==> src/rtl/state_machine.sv <==
// state_machine -- multi-cycle RV32I main control FSM.
//
// Each instruction goes through FETCH -> DECODE -> EXEC. Loads add a MEM
// stage before returning to FETCH. Only the state register is clocked. All
// datapath controls are decoded combinationally from the registered state and
// the instruction word:
//   - In DECODE, the opcode comes from data_from_mem, because the IR is still
//     being loaded.
//   - In EXEC and MEM, every field comes from `instruction` (the IR).
//
// Optional build macro: UNKNOWN_OP_NOP_EN
//   defined   : an unknown opcode runs as a 3-cycle NOP (EXEC asserts PCen only).
//   undefined : an unknown opcode goes from DECODE to HALT (state 15). HALT
//               drives all outputs 0 and is left only through rst.
// A load or store with an unsupported funct3 counts as an unknown opcode.
//
// Ports:
//   clk, rst          rising-edge clock, asynchronous active-high reset
//   instruction[31:0] IR contents
//   data_from_mem     memory read bus (fetched word during DECODE)
//   FLAGS[4:0]        latched compare flags {V, N, LTU, LT, EQ}
//   branch, jump      PC strobes for a taken branch and for JAL/JALR
//   PCen, IEn         PC update enable and IR load enable
//   Ren[31:0]         one-hot register-file write enable (zero for rd = x0)
//   RegOrImm          ALU operand B select (1 = immediate)
//   WE                data memory write enable
//   ALU_MUX_CNTL      writeback select (1 = data_from_mem)
//   LS_CNTL           memory address select (1 = ALU result)
//   flagEn            latch ALU flags
//   state_counter     current state code, exposed for debug
module state_machine (
  input  logic        clk,
  input  logic        rst,
  input  logic [31:0] instruction,
  input  logic [31:0] data_from_mem,
  input  logic [4:0]  FLAGS,
  output logic        branch,
  output logic        jump,
  output logic        PCen,
  output logic [31:0] Ren,
  output logic        RegOrImm,
  output logic        WE,
  output logic        IEn,
  output logic        ALU_MUX_CNTL,
  output logic        LS_CNTL,
  output logic        flagEn,
  output logic [3:0]  state_counter
);

  localparam logic [6:0] OP_R      = 7'b0110011;
  localparam logic [6:0] OP_I      = 7'b0010011;
  localparam logic [6:0] OP_LUI    = 7'b0110111;
  localparam logic [6:0] OP_AUIPC  = 7'b0010111;
  localparam logic [6:0] OP_LOAD   = 7'b0000011;
  localparam logic [6:0] OP_STORE  = 7'b0100011;
  localparam logic [6:0] OP_BRANCH = 7'b1100011;
  localparam logic [6:0] OP_JAL    = 7'b1101111;
  localparam logic [6:0] OP_JALR   = 7'b1100111;

  typedef enum logic [3:0] {
    S_FETCH  = 4'd0,
    S_DECODE = 4'd1,
    S_EXEC   = 4'd2,
    S_MEM    = 4'd3,
    S_HALT   = 4'd15
  } state_t;

  state_t state;
  state_t next_state;

  logic [6:0]  ir_op;
  logic [2:0]  ir_f3;
  logic [4:0]  ir_rd;
  logic [31:0] rd_onehot;
  logic [6:0]  mem_op;
  logic [2:0]  mem_f3;
  logic        mem_known;
  logic        take_branch;
  logic        unused_bits;

  assign ir_op  = instruction[6:0];
  assign ir_f3  = instruction[14:12];
  assign ir_rd  = instruction[11:7];
  assign mem_op = data_from_mem[6:0];
  assign mem_f3 = data_from_mem[14:12];

  // x0 is hardwired to zero, so it never receives a write enable.
  assign rd_onehot = (ir_rd == 5'd0) ? 32'd0 : (32'd1 << ir_rd);

  // Fields this unit does not look at.
  assign unused_bits = ^{instruction[31:15], data_from_mem[31:15],
                         data_from_mem[11:7], FLAGS[4:3]};

  // Decides in DECODE whether the fetched word is something we can execute.
  function automatic logic op_known(input logic [6:0] op, input logic [2:0] f3);
    logic known;
    known = 1'b0;
    case (op)
      OP_R, OP_I, OP_LUI, OP_AUIPC,
      OP_BRANCH, OP_JAL, OP_JALR: known = 1'b1;
      OP_LOAD:  known = (f3 == 3'b000) || (f3 == 3'b001) || (f3 == 3'b010) ||
                        (f3 == 3'b100) || (f3 == 3'b101);
      OP_STORE: known = (f3 == 3'b000) || (f3 == 3'b001) || (f3 == 3'b010);
      default:  known = 1'b0;
    endcase
    return known;
  endfunction

  assign mem_known = op_known(mem_op, mem_f3);

  always_comb begin
    take_branch = 1'b0;
    case (ir_f3)
      3'b000:  take_branch =  FLAGS[0];  // BEQ
      3'b001:  take_branch = ~FLAGS[0];  // BNE
      3'b100:  take_branch =  FLAGS[1];  // BLT
      3'b101:  take_branch = ~FLAGS[1];  // BGE
      3'b110:  take_branch =  FLAGS[2];  // BLTU
      3'b111:  take_branch = ~FLAGS[2];  // BGEU
      default: take_branch = 1'b0;
    endcase
  end

  always_comb begin
    next_state = S_FETCH;
    case (state)
      S_FETCH:  next_state = S_DECODE;
`ifdef UNKNOWN_OP_NOP_EN
      S_DECODE: next_state = S_EXEC;
`else
      S_DECODE: next_state = mem_known ? S_EXEC : S_HALT;
`endif
      S_EXEC:   next_state = (ir_op == OP_LOAD) ? S_MEM : S_FETCH;
      S_MEM:    next_state = S_FETCH;
      S_HALT:   next_state = S_HALT;
      default:  next_state = S_FETCH;
    endcase
  end

  always_ff @(posedge clk or posedge rst) begin
    if (rst) state <= S_FETCH;
    else     state <= next_state;
  end

  assign state_counter = state;

  // Reset forces FETCH, and FETCH decodes to all-zero outputs. That is what
  // makes the outputs drop to 0 as soon as rst rises.
  always_comb begin
    branch       = 1'b0;
    jump         = 1'b0;
    PCen         = 1'b0;
    Ren          = 32'd0;
    RegOrImm     = 1'b0;
    WE           = 1'b0;
    IEn          = 1'b0;
    ALU_MUX_CNTL = 1'b0;
    LS_CNTL      = 1'b0;
    flagEn       = 1'b0;
    case (state)
      S_FETCH: LS_CNTL = 1'b0;  // memory read at PC
      S_DECODE: begin
        IEn    = 1'b1;
        flagEn = (mem_op == OP_BRANCH);
      end
      S_EXEC: begin
        case (ir_op)
          OP_R, OP_I, OP_LUI, OP_AUIPC: begin
            RegOrImm = (ir_op != OP_R);
            Ren      = rd_onehot;
            PCen     = 1'b1;
          end
          OP_LOAD: begin
            RegOrImm = 1'b1;
            LS_CNTL  = 1'b1;
          end
          OP_STORE: begin
            RegOrImm = 1'b1;
            LS_CNTL  = 1'b1;
            WE       = 1'b1;
            PCen     = 1'b1;
          end
          OP_BRANCH: begin
            branch = take_branch;
            PCen   = 1'b1;
          end
          OP_JAL, OP_JALR: begin
            jump     = 1'b1;
            Ren      = rd_onehot;
            PCen     = 1'b1;
            RegOrImm = (ir_op == OP_JALR);
          end
          default: begin
`ifdef UNKNOWN_OP_NOP_EN
            PCen = 1'b1;
`endif
          end
        endcase
      end
      S_MEM: begin
        LS_CNTL      = 1'b1;
        ALU_MUX_CNTL = 1'b1;
        Ren          = rd_onehot;
        PCen         = 1'b1;
      end
      default: ;  // HALT: everything stays 0
    endcase
  end

endmodule

==> config.mk <==
export PLATFORM = sky130hd
export DESIGN_NAME = state_machine
export DESIGN_NICKNAME = d
export VERILOG_FILES = /design/src/rtl/state_machine.sv
export SDC_FILE = /design/constraint.sdc
export NUM_CORES = 1
export LEC_CHECK = 0
export BUFFER_PORTS_ARGS = -buffer_cell sky130_fd_sc_hd__buf_2
export CORE_ASPECT_RATIO = 0.7
export CORE_MARGIN = 2
export CORE_UTILIZATION = 30
export DETAILED_ROUTE_END_ITERATION = 16
export GPL_TIMING_DRIVEN = 0
export PLACE_DENSITY = 0.78
export REMOVE_ABC_BUFFERS = 1
export SYNTH_ARGS = -nofsm -noshare
export SYNTH_HDL_FRONTEND = slang
export SYNTH_SLANG_ARGS = --single-unit
==> constraint.sdc <==
create_clock -name clk -period 1.8 [get_ports clk]
set_input_delay 0.36 -clock clk [delete_from_list [all_inputs] [get_ports clk]]
set_output_delay 0.36 -clock clk [all_outputs]
set_load 0.01 [all_outputs]
==> impl_metrics.toml <==
[synthesis]
synth_edf_count = 0
ys.flop_type = "dfrtp_1"
synthTopCellsByArea = "nor3_1 19%, dfrtp_1 9.6%, nor3_2 7.7%"
syn_inst = 114
ys_ff_latch = 3
async_flop_share_pct = 100
synth_top_area_share_pct = 18.6
syn-cell-area_sq_um = 779
ys_seq_area_share_pct = 9.63
ys_types = 36
yosysTopAreaCell = "nor3_1"
syn_area_per_cell_sq_um = 6.84
ys_warn_count = 0

[clock_network]
root_buffer = "clkbuf_8"
cts_made_buffers = 3
cts_tree = "done"
cts_htree_levels = 1
insertion_delay_ns = 0.22
clk_path_buf_depth = 2
clock_sinks = 3
cts.clk_slew.worst_paths_ns = 0.03

[timing]
clock_skew_ns = 0.000103
fin_crit_sh_pct = 107
rsz0062_at_grt = "true"
slew_headroom_pct = 63.6
maxSlewViolCount = 0
hold_viol_final = 0
worst_slew_pin_slew_ns = 0.541
post-route-min-period_ns = 1.93
setup_slack_ns = -0.133
max_freq_mhz = 517
setup_viol = 27

[critical_path]
cp-start-kind = "register"
critPathArrivalTime_ns = 1.57
required_ns = 1.44
critical_path.max_fanout = 5
worstPathBufferInverterCount = 2
crit_path_top_delay_cell = "dfrtp_2"
cp_cell_sequence = "and2b_4 > o31ai_4 > buf_6 > nor3_2 > buf_2"
crit_family = "simple AND/OR/NAND/NOR gates"
crit_type = "reg2out"
cp-end-kind = "primary output"
cpPeakStageDelay_ns = 0.41

[global_routing]
grt_pass1_vias = 965
grtUsageTotal_pct = 18.9
grt_overflow = 0
grt_max_degree = 15
antenna_found_initial = 0
grt_pass1_wl_um = 4400

[place]
place.gp.congestion = 0.798
place_hpwl_um = 2010
portBuffers = 73
post-place-ws_ns = -0.366
placedCellCount = 212

[floorplan]
core_area_sq_mm = 0.00246
rows = 15
design.portCount = 116
start_util_pct = 31.7
die_w_um = 64.9
dieArea_sq_mm = 0.00303
die_h_um = 46.7

[finish]
largest_reg_flops = 3
antennaDiodeCount = 0
area_growth_pct = 105
num-fill-cells = 212
drive_above_1_share_pct = 71.2
layout_commonest_cell = "buf_2"
final_cells = 232
layout.nets = 270
final_cell_mix = "72 x buf_2, 22 x nor3_2, 8 x nor3_4, 8 x buf_4"

[pwr]
p_per_area_mw_per_mm2 = 251
leakagePower_uw = 0.000767
ir_drop_v = 0.000127

[routing]
drtAntennaViolNets = 0
first_pass_iters = 4
routedWlPerCell_um = 15.0
via_per_inst = 5.41
drc_errors = 0
vias = 1255
routed_wirelength_um = 3470
drt_first_iter_violations = 57

[status]
status = "complete, but fails checks"
violations = "negative setup slack"

[min_path]
holdCritPathClass = "in2reg"

[flow_run]
maxCapViolations = 0
routing by layer:
metal	up-vias	share of wire, %	track usage (%)
met4	0	1.5	8.09
met1	594	43	28.3
met5	-	0	0
met2	57	49	26.4
li1	598	-	-
met3	6	6.7	2.93
path summary, 6_finish.rpt:
path | startpoint | slack [ns] | to | cells after the start
setup / recovery | state_counter[2]$_DFF_PP0_ | -0.13 | Ren[28] | 5
hold / removal | instruction[5] | 0.45 | state_counter[1]$_DFF_PP0_ | 2
setup reg to reg | state_counter[0]$_DFF_PP0_ | 0.44 | state_counter[0]$_DFF_PP0_ | 5
hold reg to reg | state_counter[1]$_DFF_PP0_ | 0.75 | state_counter[0]$_DFF_PP0_ | 3
max in group asynchronous | rst | 1.12 | state_counter[1]$_DFF_PP0_ | 3
min in group asynchronous | rst | 0.55 | state_counter[0]$_DFF_PP0_ | 3
layout make-up:
type	instances	area, sq um	share of cell area (%)
Sequential cell	3	78.8	4.94
Clock buffer	4	45.0	2.82
Timing Repair Buffer	88	526	32.9
Tap cell	34	42.5	2.67
Multi-Input combinational cell	102	900	56.4
Inverter	1	3.75	0.235
synth_stat cells (2+ instances only):
| cell | count |
|---|---|
| xor2_1 | 2 |
| o21ai_0 | 6 |
| buf_2 | 2 |
| nor4_1 | 5 |
| buf_1 | 3 |
| or2_1 | 2 |
| nand2b_1 | 6 |
| buf_6 | 2 |
| mux2i_1 | 2 |
| nand2_1 | 6 |
| buf_4 | 2 |
| nor3_2 | 6 |
| or3b_2 | 2 |
| nor3_1 | 29 |
| nand3b_1 | 3 |
| nand3_1 | 7 |
| a21oi_1 | 3 |
| nor2_1 | 6 |
| dfrtp_1 | 3 |
cells by family (layout without fill, tap and decap cells):
logic type                Yosys count  in the layout  share of synthesized area, %
AOI/OAI and AO/OA                  13             14                          11.4
xor gates and xnor gates            2              2                          2.25
buffers and inverters              10             93                          8.02
DFF                                 3              3                          9.63
muxes                               2              2                          2.57
other                               1              1                         0.481
and+or+nand+nor                    83             83                          65.7
where the power goes:
group | switching (uW) | internal (uW)
Clock | 48.2 | 151
Sequential | 0 | 67.9
Combinational | 82.1 | 51.3
worst reg2reg max path, delay by kind of cell (launching register included):
family / cells / cell delay [ns]
AO/OA/AOI/OAI: 2 / 0.20
buffers and inverters: 1 / 0.18
flip-flops: 1 / 0.48
AND/OR/NAND/NOR: 2 / 0.37
repair_timing:
item                                    4_1_cts  5_1_grt
pin swaps                                    12       20
hold endpoints to repair                      3        0
cloned                                        2        1
setup buffers                                 5        7
hold buffers                                  1        0
resized for setup                            18       39
endpoints found under the setup margin       36       35
through the flow:
step	total power, uW	cell area (sq um)	TNS, ns	util (%)	hold slack, ns
final	401	1600	-0.880	64.9	0.448
after detailed placement	171	1130	-8.26	45.9	0.227
after floorplan	114	721	-0.361	-	0.114
after global placement	170	1130	-8.11	45.9	0.226
after CTS	379	1330	-0.854	54.0	0.421
after global routing	425	1600	-2.85	64.9	0.447
No activity file was read; power rests on OpenSTA's default activity.
